<file path="config.mk">
export PLATFORM = sky130hd
export DESIGN_NAME = inta_sequencer
export DESIGN_NICKNAME = d
export VERILOG_FILES = /design/src/rtl/inta_sequencer_pkg.sv /design/src/rtl/inta_sequencer_sync_ff.sv /design/src/rtl/inta_sequencer.sv
export SDC_FILE = /design/constraint.sdc
export NUM_CORES = 1
export LEC_CHECK = 0
export ABC_CLOCK_PERIOD_IN_PS = 5100
export CAP_MARGIN = 20
export CORE_ASPECT_RATIO = 1.25
export CORE_MARGIN = 4
export CORE_UTILIZATION = 45
export DETAILED_ROUTE_END_ITERATION = 8
export PLACE_DENSITY = 0.75
export SYNTH_ARGS = -nofsm -noshare
export SYNTH_HDL_FRONTEND = slang
export SYNTH_SLANG_ARGS = --single-unit
</file>
<file path="constraint.sdc">
create_clock -name clk -period 5.1 [get_ports clk]
set_clock_uncertainty 0.2 [all_clocks]
set_input_delay 0.51 -clock clk [delete_from_list [all_inputs] [get_ports clk]]
set_output_delay 0.51 -clock clk [all_outputs]
set_load 0.1 [all_outputs]
</file>
<file path="src/rtl/inta_sequencer_pkg.sv">
// Shared definitions for the 8259A interrupt-acknowledge sequencer: FSM states,
// vector width and the IR7 low bits a spurious interrupt produces.
package inta_sequencer_pkg;

  localparam int PIC_VEC_W = 8;

  localparam logic [2:0] IR7_LOW_BITS = 3'b111;

  typedef enum logic [2:0] {
    ST_IDLE      = 3'd0,
    ST_P1        = 3'd1,
    ST_GAP       = 3'd2,
    ST_P2        = 3'd3,
    ST_DELIVER   = 3'd4,
    ST_WAIT_DROP = 3'd5
  } state_e;

endpackage

</file>
<file path="src/rtl/inta_sequencer_sync_ff.sv">
// Reset-clearable multi-flop synchroniser for a single asynchronous level.
// Output follows the input after STAGES clk edges; no backpressure.
module inta_sequencer_sync_ff #(
  parameter int STAGES = 2
) (
  input  logic clk,
  input  logic rst_n,
  input  logic d,
  output logic q
);

  logic [STAGES-1:0] sync_q;
  logic [STAGES-1:0] sync_d;

  always_comb begin
    sync_d = {sync_q[STAGES-2:0], d};
  end

  always_ff @(posedge clk or negedge rst_n) begin
    if (!rst_n) begin
      sync_q <= '0;
    end else begin
      sync_q <= sync_d;
    end
  end

  assign q = sync_q[STAGES-1];

endmodule

</file>
<file path="src/rtl/inta_sequencer.sv">
// Two-pulse 8259A INTA master: captures the vector on pulse 2, vec_valid 1+2*PULSE+GAP cycles after INT.
// Holds vec_valid/vec_data until vec_ready; no new cycle until INT drops after delivery.
module inta_sequencer
  import inta_sequencer_pkg::*;
#(
  parameter int PULSE_CYCLES = 4,
  parameter int GAP_CYCLES   = 4,
  parameter int SYNC_STAGES  = 2
) (
  input  logic                 clk,
  input  logic                 rst_n,
  input  logic                 int_in,
  input  logic                 int_enable,
  input  logic [PIC_VEC_W-1:0] dbus_in,
  output logic                 inta_n,
  output logic                 cs_n,
  output logic                 rd_n,
  output logic                 vec_valid,
  output logic [PIC_VEC_W-1:0] vec_data,
  input  logic                 vec_ready,
  output logic                 spurious,
  output logic                 busy
);

  localparam int CNT_MAX = (PULSE_CYCLES > GAP_CYCLES) ? PULSE_CYCLES : GAP_CYCLES;
  localparam int CNT_W   = $clog2(CNT_MAX + 1);
  localparam logic [CNT_W-1:0] PULSE_LAST = CNT_W'(PULSE_CYCLES - 1);
  localparam logic [CNT_W-1:0] GAP_LAST   = CNT_W'(GAP_CYCLES - 1);

  logic int_s;

  state_e               state_q, state_d;
  logic [CNT_W-1:0]     cnt_q, cnt_d;
  logic                 spur_pend_q, spur_pend_d;
  logic [PIC_VEC_W-1:0] vec_data_q, vec_data_d;
  logic                 spurious_q, spurious_d;
  logic                 inta_n_q, inta_n_d;
  logic                 strobe_n_q, strobe_n_d;
  logic                 vec_valid_q, vec_valid_d;
  logic                 busy_q, busy_d;

  inta_sequencer_sync_ff #(
    .STAGES (SYNC_STAGES)
  ) u_int_sync (
    .clk   (clk),
    .rst_n (rst_n),
    .d     (int_in),
    .q     (int_s)
  );

  always_comb begin
    state_d     = state_q;
    cnt_d       = cnt_q;
    spur_pend_d = spur_pend_q;
    vec_data_d  = vec_data_q;
    spurious_d  = spurious_q;
    case (state_q)
      ST_IDLE: begin
        if (int_s && int_enable) begin
          state_d = ST_P1;
          cnt_d   = '0;
        end
      end
      ST_P1: begin
        if (cnt_q == PULSE_LAST) begin
          state_d = ST_GAP;
          cnt_d   = '0;
        end else begin
          cnt_d = cnt_q + CNT_W'(1);
        end
      end
      ST_GAP: begin
        // INT already gone just before pulse 2 means the PIC will answer with IR7
        if (cnt_q == GAP_LAST) begin
          spur_pend_d = ~int_s;
          state_d     = ST_P2;
          cnt_d       = '0;
        end else begin
          cnt_d = cnt_q + CNT_W'(1);
        end
      end
      ST_P2: begin
        if (cnt_q == PULSE_LAST) begin
          vec_data_d = dbus_in;
          spurious_d = spur_pend_q;
          state_d    = ST_DELIVER;
          cnt_d      = '0;
        end else begin
          cnt_d = cnt_q + CNT_W'(1);
        end
      end
      ST_DELIVER: begin
        if (vec_ready) begin
          state_d = ST_WAIT_DROP;
        end
      end
      ST_WAIT_DROP: begin
        if (!int_s) begin
          state_d = ST_IDLE;
        end
      end
      default: begin
        state_d = ST_IDLE;
        cnt_d   = '0;
      end
    endcase

    // Outputs are decoded from the next state so every strobe is a flop output
    inta_n_d    = !((state_d == ST_P1) || (state_d == ST_P2));
    strobe_n_d  = (state_d != ST_P2);
    vec_valid_d = (state_d == ST_DELIVER);
    busy_d      = (state_d != ST_IDLE);
  end

  always_ff @(posedge clk or negedge rst_n) begin
    if (!rst_n) begin
      state_q     <= ST_IDLE;
      cnt_q       <= '0;
      spur_pend_q <= 1'b0;
      vec_data_q  <= '0;
      spurious_q  <= 1'b0;
      inta_n_q    <= 1'b1;
      strobe_n_q  <= 1'b1;
      vec_valid_q <= 1'b0;
      busy_q      <= 1'b0;
    end else begin
      state_q     <= state_d;
      cnt_q       <= cnt_d;
      spur_pend_q <= spur_pend_d;
      vec_data_q  <= vec_data_d;
      spurious_q  <= spurious_d;
      inta_n_q    <= inta_n_d;
      strobe_n_q  <= strobe_n_d;
      vec_valid_q <= vec_valid_d;
      busy_q      <= busy_d;
    end
  end

  assign inta_n    = inta_n_q;
  assign cs_n      = strobe_n_q;
  assign rd_n      = strobe_n_q;
  assign vec_valid = vec_valid_q;
  assign vec_data  = vec_data_q;
  assign spurious  = spurious_q;
  assign busy      = busy_q;

endmodule
</file>
==> reports/results.txt, run 1 <==
fmax -> 371 MHz
count of final setup violators -> 0
core area -> 0.00205 mm^2
Critical Path, Cell by Cell -> clkdlybuf4s50_1
die area -> 0.00305 mm^2
CTS Hold Bufs -> 0
clk sink count -> 22
asr flop ratio synth -> 1.00
worst setup path class -> flip-flop to output pin
drt first-iter violations -> 9
Cells after Synth -> 75
WL final -> 1840 um
RSZ-0062 raised after global routing -> no
CP Launch Point -> cs_n
Arr. time, crit path -> 1.99 ns
CP top delay family -> buffers and inverters
layout cells sized above 1 -> 0.180
Post-synth EDFFs -> 0
vias in the first global route -> 703
Skew-Pair Late Insertion Delay -> 0.31 ns
status -> complete, no violations
Clk pin slew, worst setup/hold paths -> 0.12 ns
largest family of logic cells by synthesized area -> multiplexers
postcts setup bufs -> 0
max incr delay on CP -> 1.13 ns
NumNets Final -> 115
WP buf/inv -> 1
final std cells w/o fill -> 130
max-cap violation count -> 0
Net Count, Synth -> 89
placed insts -> 126
port bufs -> 26
Worst EP required -> 4.39 ns
Die Span Y -> 60.8 um
Startpoint Class -> flip-flop
DRT Pass-1 Iters -> 4
Detail Placement HPWL -> 1290 um
CP max-delay cell -> clkdlybuf4s50_1
synthesized flop and latch total -> 22
Final Cycle Share -> 0.529
Worst-Margin Slew -> 0.978 ns
gpl congestion -> 0.867
via-per-instance ratio -> 5.05
# IOs -> 27
htree depth -> 1
post-cts sizing count -> 0
TritonCTS Buffers -> 3
Die Span X -> 50.2 um
worst r2r src -> cnt_q[0]
Worst Hold Launch -> u_int_sync.sync_q[0]
drt drc -> 0
Rows -> 18
GRT overflow -> 0
simple-gate share of the synthesized area -> 0.110
final hold viol count -> 0
Rel. slew slack -> 0.346
clk buf depth -> 2
Syn Std Cell Area -> 0.00100 mm^2
Max Slew Vio Count -> 0
TritonCTS clock tree -> done
Diodes inserted -> 0
sum of negative setup slack -> 0 ns
GRT Total Usage -> 0.141
Post-Synth Adder-Cell Area -> 0.0125
minimum clock period -> 2.70 ns
initial antenna violation count -> 0
clock root buffer -> clkbuf_4
first-pass GRT wire length -> 3170 um
WL/cell -> 14.1 um
Post-DRT Antenna Nets -> 0
initial core utilization -> 0.490
Ys Warns -> 0
crit path max fanout -> 2
Synth-to-Final Area Change -> 30.0%
Setup crit end kind -> output pin
sequential-to-total area share from yosys stat -> 0.551
HP Class -> flip-flop to flip-flop
largest net degree at the start of global routing -> 23
mux cell area share after synthesis -> 0.153
Synth Area in XOR/XNOR -> 0.00873
Syn Area/Cell -> 13.4 um^2
post-synth cell types -> 31
predominant post-synthesis flop cell -> dfrtp_1
Compound-Gate Fraction of Synth Area -> 0.105
DR vias -> 657
-- state kept, by name, summed over array words and instances, names as in the netlist --
name	cells
inta_n	1
cnt_q	3
vec_valid	1
vec_data	8
cs_n	1
busy	1
u_int_sync.sync_q	2
spurious	1
spur_pend_q	1
state_q	3
-- final timing paths --
check	end	slack [ns]	cells past startpoint
setup / recovery	rd_n	2.40	1
hold reg to reg	u_int_sync.sync_q[1]	0.16	0
min in group asynchronous	vec_data[4]	0.51	1
max in group asynchronous	busy	3.63	1
hold / removal	u_int_sync.sync_q[1]	0.16	0
setup reg to reg	vec_data[0]	3.19	4
-- cells in the mapped netlist (2+ instances only) --
| master | instances | area share |
|---|---|---|
| o21bai_1 | 2 | 0.015 |
| mux2_4 | 8 | 0.12 |
| nand2b_1 | 2 | 0.012 |
| nor2_1 | 4 | 0.015 |
| dfstp_2 | 2 | 0.052 |
| nor2b_1 | 3 | 0.019 |
| buf_2 | 2 | 0.010 |
| dfrtp_1 | 20 | 0.50 |
| nand2_1 | 5 | 0.019 |
| inv_1 | 3 | 0.011 |
| a22o_1 | 2 | 0.017 |
| mux2_1 | 2 | 0.022 |
| o21ai_0 | 2 | 0.010 |
-- cells by family after synthesis --
kind of cell | count (synthesis)
compound gates | 14
xor+xnor | 1
fa+ha+maj | 1
buf+inv | 8
flops | 22
mux | 11
simple gates | 18
-- metrics by stage --
stage | area (um^2) | utilization | worst slack (ns) | hold WS (ns)
CTS | 1310 | 0.637 | 2.39 | 0.169
floorplan | 1000 | - | 3.17 | 0.0144
global placement | 1250 | 0.611 | 2.76 | 0.134
detailed placement | 1250 | 0.611 | 2.75 | 0.140
global route | 1310 | 0.637 | 2.34 | 0.184
finish | 1310 | 0.637 | 2.40 | 0.165
-- per-layer routing --
| layer | track usage | vias up | routed length (um) |
|---|---|---|---|
| met1 | 0.156 | 313 | 797 |
| met3 | 0.0369 | 5 | 157 |
| met4 | 0.103 | 0 | 41 |
| met5 | 0 | - | 0 |
| met2 | 0.237 | 29 | 841 |
| li1 | - | 310 | - |
-- placed cells by master (no fill, tap or decap) --
| master | Yosys | routed |
|---|---|---|
| clkdlybuf4s50_1 | 0 | 26 |
| dfrtp_1 | 20 | 20 |
| mux2_4 | 8 | 8 |
| nand2_1 | 5 | 5 |
| nor2_1 | 4 | 4 |
| inv_1 | 3 | 3 |
| nor2b_1 | 3 | 3 |
| clkbuf_4 | 0 | 3 |
| o21ai_0 | 2 | 2 |
| nand2b_1 | 2 | 2 |
| o21bai_1 | 2 | 2 |
| a22o_1 | 2 | 2 |
| mux2_1 | 2 | 2 |
| dfstp_2 | 2 | 2 |
| a21oi_1 | 1 | 1 |
| nor2b_4 | 1 | 1 |
| and3_4 | 1 | 1 |
| a21o_1 | 1 | 1 |
| nor3b_2 | 1 | 1 |
| o22ai_1 | 1 | 1 |
| a221o_1 | 1 | 1 |
| nand3b_1 | 1 | 1 |
| xor2_1 | 1 | 1 |
| a32o_1 | 1 | 1 |
| a31o_1 | 1 | 1 |
| a211o_1 | 1 | 1 |
| mux2_2 | 1 | 1 |
| a31oi_1 | 1 | 1 |
| ha_1 | 1 | 1 |
| bufinv_16 | 0 | 1 |
-- area by class of cell --
cell class / count / area, um^2
fill: 161 / 744
sequential: 22 / 553
timing repair buffer: 26 / 260
clock inverter: 1 / 30.0
clock buffer: 3 / 22.5
tap: 30 / 37.5
multi-input combinational: 45 / 390
inverter: 3 / 11.3
Power of run 1 is not shown: default switching activity piles up to over one toggle a cycle in this logic, so the estimate is an artifact.
==> inputs of run 2 (changes only) <==
ABC_CLOCK_PERIOD_IN_PS = 2600   (was 5100)
clock period = 2.6 ns   (was 5.1 ns; I/O delays follow)
==> run 2 against run 1 <==
  * Global-route usage shrank 1.3 points
  * Die area stayed put
  * Via count increased by 1.2%
==> reports/results.txt, run 2 (synthesis gave the netlist of run 1 again) <==
status -> complete, no violations (unchanged)
pre-CTS WS -> 0.750 ns (was 2.75 ns)
Synth-to-Final Area Change -> 25.7% (was 30.0%)
largest net degree at the start of global routing -> 23 (unchanged)
count of final setup violators -> 0 (unchanged)
first-pass GRT wire length -> 2910 um (was 3170 um)
Die Span X -> 50.2 um (unchanged)
Startpoint Class -> flip-flop (unchanged)
final hold viol count -> 0 (unchanged)
worst r2r src -> cnt_q[0] (unchanged)
max incr delay on CP -> 0.39 ns (was 1.13 ns)
GRT overflow -> 0 (unchanged)
Layout fillers -> 167 (was 161)
die area -> 0.00305 mm^2 (unchanged)
r2r setup slk -> 0.73 ns (was 3.19 ns)
GRT Total Usage -> 0.128 (was 0.141)
WP buf/inv -> 0 (was 1)
gpl congestion -> 0.837 (was 0.867)
clk buf depth -> 2 (unchanged)
via-per-instance ratio -> 5.08 (was 5.05)
htree depth -> 1 (unchanged)
TritonCTS Buffers -> 3 (unchanged)
drt drc -> 0 (unchanged)
max reg flops -> 8 (unchanged)
worst setup path class -> flip-flop to flip-flop (was flip-flop to output pin)
most common cell after layout, fill and taps aside -> dfrtp_1 (was clkdlybuf4s50_1)
postcts setup bufs -> 0 (unchanged)
port bufs -> 26 (unchanged)
Clk pin slew, worst setup/hold paths -> 0.11 ns (was 0.12 ns)
Setup crit end kind -> flip-flop (was output pin)
worst reg-to-reg path cell count -> 4 (unchanged)
Diodes inserted -> 0 (unchanged)
drt first-iter violations -> 23 (was 9)
Die Span Y -> 60.8 um (unchanged)
Rel. slew slack -> 0.746 (was 0.346)
Core Util, Final -> 0.615 (was 0.637)
DRT Pass-1 Iters -> 4 (unchanged)
Arr. time, crit path -> 1.87 ns (was 1.99 ns)
fmax -> 535 MHz
Final Cycle Share -> 0.719
CP top delay family -> simple AND/OR/NAND/NOR gates (was buffers and inverters)
# IOs -> 27 (unchanged)
clock root buffer -> clkbuf_4 (unchanged)
Critical R2R Capture -> vec_data[0] (unchanged)
Skew-Pair Late Insertion Delay -> 0.30 ns (was 0.31 ns)
Rows -> 18 (unchanged)
CP max-delay cell -> dfrtp_1 (was clkdlybuf4s50_1)
PnR worst setup slack -> 0.730 ns (was 2.40 ns)
TritonCTS clock tree -> done (unchanged)
initial core utilization -> 0.490 (unchanged)
core area -> 0.00205 mm^2 (unchanged)
initial antenna violation count -> 0 (unchanged)
Critical Path, Cell by Cell -> ha_1 > nor2b_1 > and3_4 > mux2_1 (was clkdlybuf4s50_1)
Critical Path Stages -> 4 (was 1)
minimum clock period -> 1.87 ns
sum of negative setup slack -> 0 ns (unchanged)
DR vias -> 665 (was 657)
CTS Hold Bufs -> 0 (unchanged)
hold slack -> 0.0895 ns (was 0.165 ns)
worst setup path endpoint -> vec_data[0] (was rd_n)
HP Class -> input pin to asynchronous set/reset pin (was flip-flop to flip-flop)
Post-DRT Antenna Nets -> 0 (unchanged)
layout cells sized above 1 -> 0.327 (was 0.180)
vias in the first global route -> 658 (was 703)
RSZ-0062 raised after global routing -> no (unchanged)
WL/cell -> 13.5 um (was 14.1 um)
post-cts sizing count -> 0 (unchanged)
max-cap violation count -> 0 (unchanged)
Worst EP required -> 2.60 ns (was 4.39 ns)
CP Launch Point -> cnt_q[0] (was cs_n)
Detail Placement HPWL -> 1290 um (about the same)
Max Slew Vio Count -> 0 (unchanged)
crit path max fanout -> 11 (was 2)
clk sink count -> 22 (unchanged)
NumNets Final -> 116 (was 115)
WL final -> 1770 um (was 1840 um)
Worst-Margin Slew -> 0.381 ns (was 0.978 ns)
most frequent cells in the layout -> dfrtp_1, buf_4, clkdlybuf4s50_1 (was clkdlybuf4s50_1, dfrtp_1, mux2_4)
[run 2: layout make-up]
class                      count  area (um^2)  area share
timing repair buffer          27          233       0.185
clock buffer                   4         36.3      0.0288
inverter                       3         11.3     0.00893
multi-input combinational     45          390       0.310
tap                           30         37.5      0.0298
sequential                    22          553       0.438
[run 2: routing by layer]
| layer | vias up | track usage | wire, um |
|---|---|---|---|
| met5 | - | 0 | 0 |
| met4 | 0 | 0.0711 | 26 |
| met3 | 4 | 0.0295 | 157 |
| met2 | 30 | 0.203 | 767 |
| met1 | 321 | 0.163 | 819 |
| li1 | 310 | - | - |
[run 2: through the flow]
stage,std cells,cell area [um^2]
final,131,1260
after global placement,127,1220
after detailed placement,127,1220
after global routing,131,1260
after floorplan,75,1000
after CTS,131,1260
[run 2: worst register-to-register path, stage by stage (launching register included)]
cell and delay, ns:
dfrtp_1 0.39, ha_1 0.20, nor2b_1 0.28, and3_4 0.36
mux2_1 0.34
[run 2: how the worst min path moves through the flow]
stage               slack, ns                    to                 start
floorplan               -0.24                  busy                 rst_n
global placement         0.13  u_int_sync.sync_q[1]  u_int_sync.sync_q[0]
detailed placement       0.14  u_int_sync.sync_q[1]  u_int_sync.sync_q[0]
CTS                       0.1             vec_valid                 rst_n
global route              0.1             vec_valid                 rst_n
finish                   0.09             vec_valid                 rst_n
Power of run 2 is left out for the same reason.
==> RTL change 1 (flow settings as in run 2) <==
The 6 states of `state_e` get a Gray code encoding in 3 bits.
--- a/src/rtl/inta_sequencer_pkg.sv
+++ b/src/rtl/inta_sequencer_pkg.sv
@@ -7,12 +7,12 @@
   localparam logic [2:0] IR7_LOW_BITS = 3'b111;
 
   typedef enum logic [2:0] {
-    ST_IDLE      = 3'd0,
-    ST_P1        = 3'd1,
-    ST_GAP       = 3'd2,
-    ST_P2        = 3'd3,
-    ST_DELIVER   = 3'd4,
-    ST_WAIT_DROP = 3'd5
+    ST_IDLE      = 3'b000,
+    ST_P1        = 3'b001,
+    ST_GAP       = 3'b011,
+    ST_P2        = 3'b010,
+    ST_DELIVER   = 3'b110,
+    ST_WAIT_DROP = 3'b111
   } state_e;
 
 endpackage
Function: no difference found for any inputs over 10 cycles, from zero or initial values and one cycle with rst_n low; not proved beyond that.
==> RTL change 1 against run 2 <==
- sequential share of layout area is 0.13 points higher
- sequential cell count stayed put
- routed wire length is 4.6% higher
- cell area is 0.30% lower
- first-iteration DRC count is 65% lower
- worst setup slack better by 92 ps
- synthesized area is 1.4% lower
- non-clock buffer count is 1 higher
- global-route usage is 1.2 points higher
- final cell count is 3.8% lower
- utilization is 0.50 points higher
Power is left out: the tool's default activity adds up to more than one toggle a clock period on the data nets, which glitch-free logic cannot reach.
==> RTL change 1: results (changes against run 2) <==
- The global routing usage summed across all routing layers was 14.0% (+1.2 points).
* Iter 0 DRT Violations: 8 (-65%)
- The data arrival time at the worst-slack endpoint is 1770 ps (-100 ps).
- Count of instances resized after the clock tree is built: 0 (unchanged)
- The count of inserted antenna diode cells was 0 (unchanged).
- Maximum root-to-sink buffer count: 2 (unchanged)
* Clock edge transition at the registers on the reported setup and hold paths: 110 ps (about the same)
- Nets: 121 (+4.3%)
* Slowest cell on the critical path: sky130_fd_sc_hd__dfrtp_1
- The sequential-to-total area share from yosys stat is 55.9% (+0.77 points).
* Transition time at the pin with the least slew margin: 450 ps (+68.4 ps)
- The cell family contributing the most delay on the critical path is flip-flops.
* Post-CTS Setup Bufs: 0 (unchanged)
- The worst hold path belongs to the class primary input to async pin.
- The number of nets produced by synthesis was 93 (+4.5%).
- Synth top cells by count: 20 x sky130_fd_sc_hd__dfrtp_1, 9 x sky130_fd_sc_hd__mux2_1, 5 x sky130_fd_sc_hd__o21ai_0
- Leading post-synthesis cells by cell area: sky130_fd_sc_hd__dfrtp_1 51%, sky130_fd_sc_hd__mux2_1 10%, sky130_fd_sc_hd__dfstp_2 5.3%
- The fraction of synthesis flops using an asynchronous set or reset pin came to 100% (unchanged).
* Routability congestion estimate from global placement: 0.840 (+0.26%)
- Worst slack at placement: 771 ps (+21.0 ps)
- Flip-flop count of the largest register, all copies and words added: 8 (unchanged)
* Number of port buffers: 26 (unchanged)
* Filler Cell Count: 191 (+14%)
- Placed wire-length estimate: 1390 µm (+7.1%)
* Yosys warning total: 0 (unchanged)
- The fraction of layout instances using a drive strength above 1 is 24.5% (-8.1 points).
* Peak per-stage delay on the critical path: 560 ps (+170 ps)
* Total CTS buffers: 3 (unchanged)
* Clock latency on the worst-skew pair: 300 ps (about the same)
- The initial antenna violation count came to 0 (unchanged).
* WL per Instance: 14.7 µm (+8.7%)
* Biggest fanout along the worst timing path: 15 (+4)
* Cell area reported after detailed placement: 1220 µm² (-0.31%)
- Via count: 705 (+6.0%)
- Largest net degree at the start of global routing: 23 (unchanged)
* H-tree levels: 1 (unchanged)
* Cell at the root of the clock tree: sky130_fd_sc_hd__clkbuf_4
* Wire length of the first global-routing pass: 3170 µm (+8.8%)
* Count of different cell masters after synthesis: 31 (unchanged)
- The detailed-routing iteration count for the pre-antenna-repair pass was 3 (-1).
* Outcome: complete, no violations
## RTL change 1: cell types whose count changed after synthesis, sizes merged, moves of 2 or more
cell    change
nand2b      -2
nor2b       -2
a21oi       +2
a22o        -2
o21bai      -2
nand3       +3
nor2        -2
mux2i       +3
o21ai       +3
## RTL change 1: final timing paths
| path | end | start | slack, ps | cells past startpoint |
|---|---|---|---|---|
| worst min register to register | u_int_sync.sync_q[1] | u_int_sync.sync_q[0] | 160 | 0 |
| worst min-delay path | cnt_q[1] | rst_n | 90 | 2 |
| min in group clk | u_int_sync.sync_q[1] | u_int_sync.sync_q[0] | 160 | 0 |
| worst max register to register | vec_data[3] | state_q[2] | 820 | 3 |
| max in group asynchronous | inta_n | rst_n | 1840 | 2 |
| worst max-delay path | vec_data[3] | state_q[2] | 820 | 3 |
## RTL change 1: layout make-up
cell class	count	area, µm²	share of cell area (%)
well taps	20	25.0	1.99
inverters	4	15.0	1.19
flip-flops and latches	22	553	44.0
repair buffers	28	240	19.1
clock buffers	4	36.3	2.89
multi-input cells	48	388	30.8
## RTL change 1: layer usage
| layer | global-route usage, % | vias up | wire length (µm) |
|---|---|---|---|
| met1 | 15.0 | 348 | 814 |
| met2 | 26.3 | 20 | 896 |
| met3 | 2.95 | 4 | 99 |
| met5 | 0 | - | 0 |
| met4 | 7.11 | 0 | 41 |
| li1 | - | 333 | - |
## RTL change 1: stage by stage
| step | utilization [%] | std cells | hold WS, ps |
|---|---|---|---|
| 2_1_floorplan | - | 79 | -236 |
| 3_3_place_gp | 60.2 | 122 | 136 |
| 3_5_place_dp | 60.2 | 122 | 135 |
| 4_1_cts | 62.0 | 126 | 92.4 |
| 5_1_grt | 62.0 | 126 | 103 |
| 6_report | 62.0 | 126 | 88.8 |
## RTL change 1: cell families after synthesis
| family | synth area share, % |
|---|---|
| flops | 55.9 |
| compound gates | 13.3 |
| simple gates | 8.98 |
| mux | 14.8 |
| buf+inv | 4.93 |
| xor+xnor | 0.885 |
| fa+ha+maj | 1.26 |
==> RTL change 2 (settings of run 2) <==
Without the edit above. `PIC_VEC_W`: 8 -> 10.
--- a/src/rtl/inta_sequencer_pkg.sv
+++ b/src/rtl/inta_sequencer_pkg.sv
@@ -2,7 +2,7 @@
 // vector width and the IR7 low bits a spurious interrupt produces.
 package inta_sequencer_pkg;
 
-  localparam int PIC_VEC_W = 8;
+  localparam int PIC_VEC_W = 10;
 
   localparam logic [2:0] IR7_LOW_BITS = 3'b111;
 
Interface: changed (resized dbus_in and vec_data); port bits go from 27 to 31. No check against the original RTL was run, so the function may have changed too.
==> RTL change 2 against run 2 <==
- synthesized area rose by 7.5%
- sequential cell count is 2 higher
- worst setup slack improved by 78 ps
- final cell count is 6.9% higher
- routed wire length up 8.4%
- die area up 6.4%
- cell area rose by 11%
- largest cell class unchanged
- highest routed layer unchanged
Power is not shown: default switching activity piles up to over one toggle a cycle in this logic, so the estimate is an artifact.
==> RTL change 2: results (changes against run 2) <==
- The biggest cell delay along the critical path came to 420 ps (+30 ps).
- The global-route wire length before repair was 3160 µm (+8.6%).
- The number of cell instances on the worst register-to-register path came to 4 (unchanged).
- The per-cell routed wire length was 13.7 µm (+1.4%).
- Number of port buffers: 30 (+15%)
- Post-Synth Adder-Cell Area: 1.16% (-0.087 points)
- The worst-case hold slack is 82.6 ps (-6.92 ps).
- The final RePlAce weighted congestion is 0.855 (+2.1%).
- The number of DRC markers in iteration 0 came to 13 (-43%).
- Layout cells sized above 1: 36.7% (+4.0 points)
* Met2 wire length: 991 µm (+29%)
* Part of the Yosys area used for sequential elements: 55.9% (+0.80 points)
* Syn_nets: 95 (+6.7%)
- The per-cell via count in the routed design is 5.01 (-1.4%).
- Endpoint arrival time on the critical path: 1810 ps (-60 ps)
- The fraction of the mapped netlist area in compound gates is 9.51% (-0.96 points).
* R2r setup slk: 810 ps (+80 ps)
* Met3 Use GR: 3.34% (+0.39 points)
- The number of flip-flops in the largest register came to 10 (+2).
- By count the netlist is led by 22 x sky130_fd_sc_hd__dfrtp_1, 8 x sky130_fd_sc_hd__mux2_4, 5 x sky130_fd_sc_hd__mux2_2.
- The amount of wire on met3 after detailed routing was 138 µm (-12%).
- Met2 track demand over resource in global routing: 20.5% (+0.21 points)
- Met1 capacity usage during global routing: 16.1% (-0.17 points)
- The total wire length after detailed routing was 1920 µm (+8.4%).
- The count of inserted antenna diode cells was 0 (unchanged).
* Count of different cell masters after synthesis: 30 (-3.2%)
- The cell total after placement came to 136 (+7.1%).
- Clock edge transition at the registers on the reported setup and hold paths: 130 ps (+20 ps)
- Share of the synthesized netlist area taken by xor and xnor gates: 1.62% (+0.75 points)
- Clock latency on the worst-skew pair: 320 ps (+20 ps)
- In the post-synthesis netlist, the biggest area contributors are sky130_fd_sc_hd__dfrtp_1 51%, sky130_fd_sc_hd__mux2_4 11%, sky130_fd_sc_hd__mux2_2 5.2%.
- The mux cell area share after synthesis is 16.4% (+1.0 points).
- Nets: 126 (+8.6%)
- The worst max-slew margin expressed relative to the limit came to 70.9% (-3.7 points).
- The number of global-route vias before repair is 680 (+3.3%).
* Biggest fanout along the worst timing path: 13 (+2)
* Outcome: complete, no violations
RTL change 2: changes by cell type in the layout (fill, tap and decap cells not counted), sizes merged, moves of 2 or more:
cell           before  now
dfrtp              20   22
nand2b              2    4
nand3               0    2
o21bai              2    0
a21oi               1    3
nand2               5    3
nor2b               4    1
clkdlybuf4s50      12   14
buf                15   17
mux2               11   13
RTL change 2: stage by stage:
stage / area, µm² / utilization (%) / worst slack, ps
2_1_floorplan: 1080 / - / 908
3_3_place_gp: 1350 / 60.4 / 867
3_5_place_dp: 1350 / 60.4 / 815
4_1_cts: 1400 / 62.7 / 799
5_1_grt: 1400 / 62.7 / 742
6_report: 1400 / 62.7 / 809
RTL change 2: cell type report:
class	instances	area [µm²]
multi-input combinational	48	432
fill	197	833
clock buffer	3	22.5
tap	31	38.8
clock inverter	1	30.0
timing repair buffer	31	268
sequential	24	603
inverter	2	7.51
RTL change 2: critical path, delay by kind of cell, from the launching register on:
kind	cells	cell delay [ps]
fa+ha+maj	1	250
mux	1	370
simple gates	2	450
flops	1	420
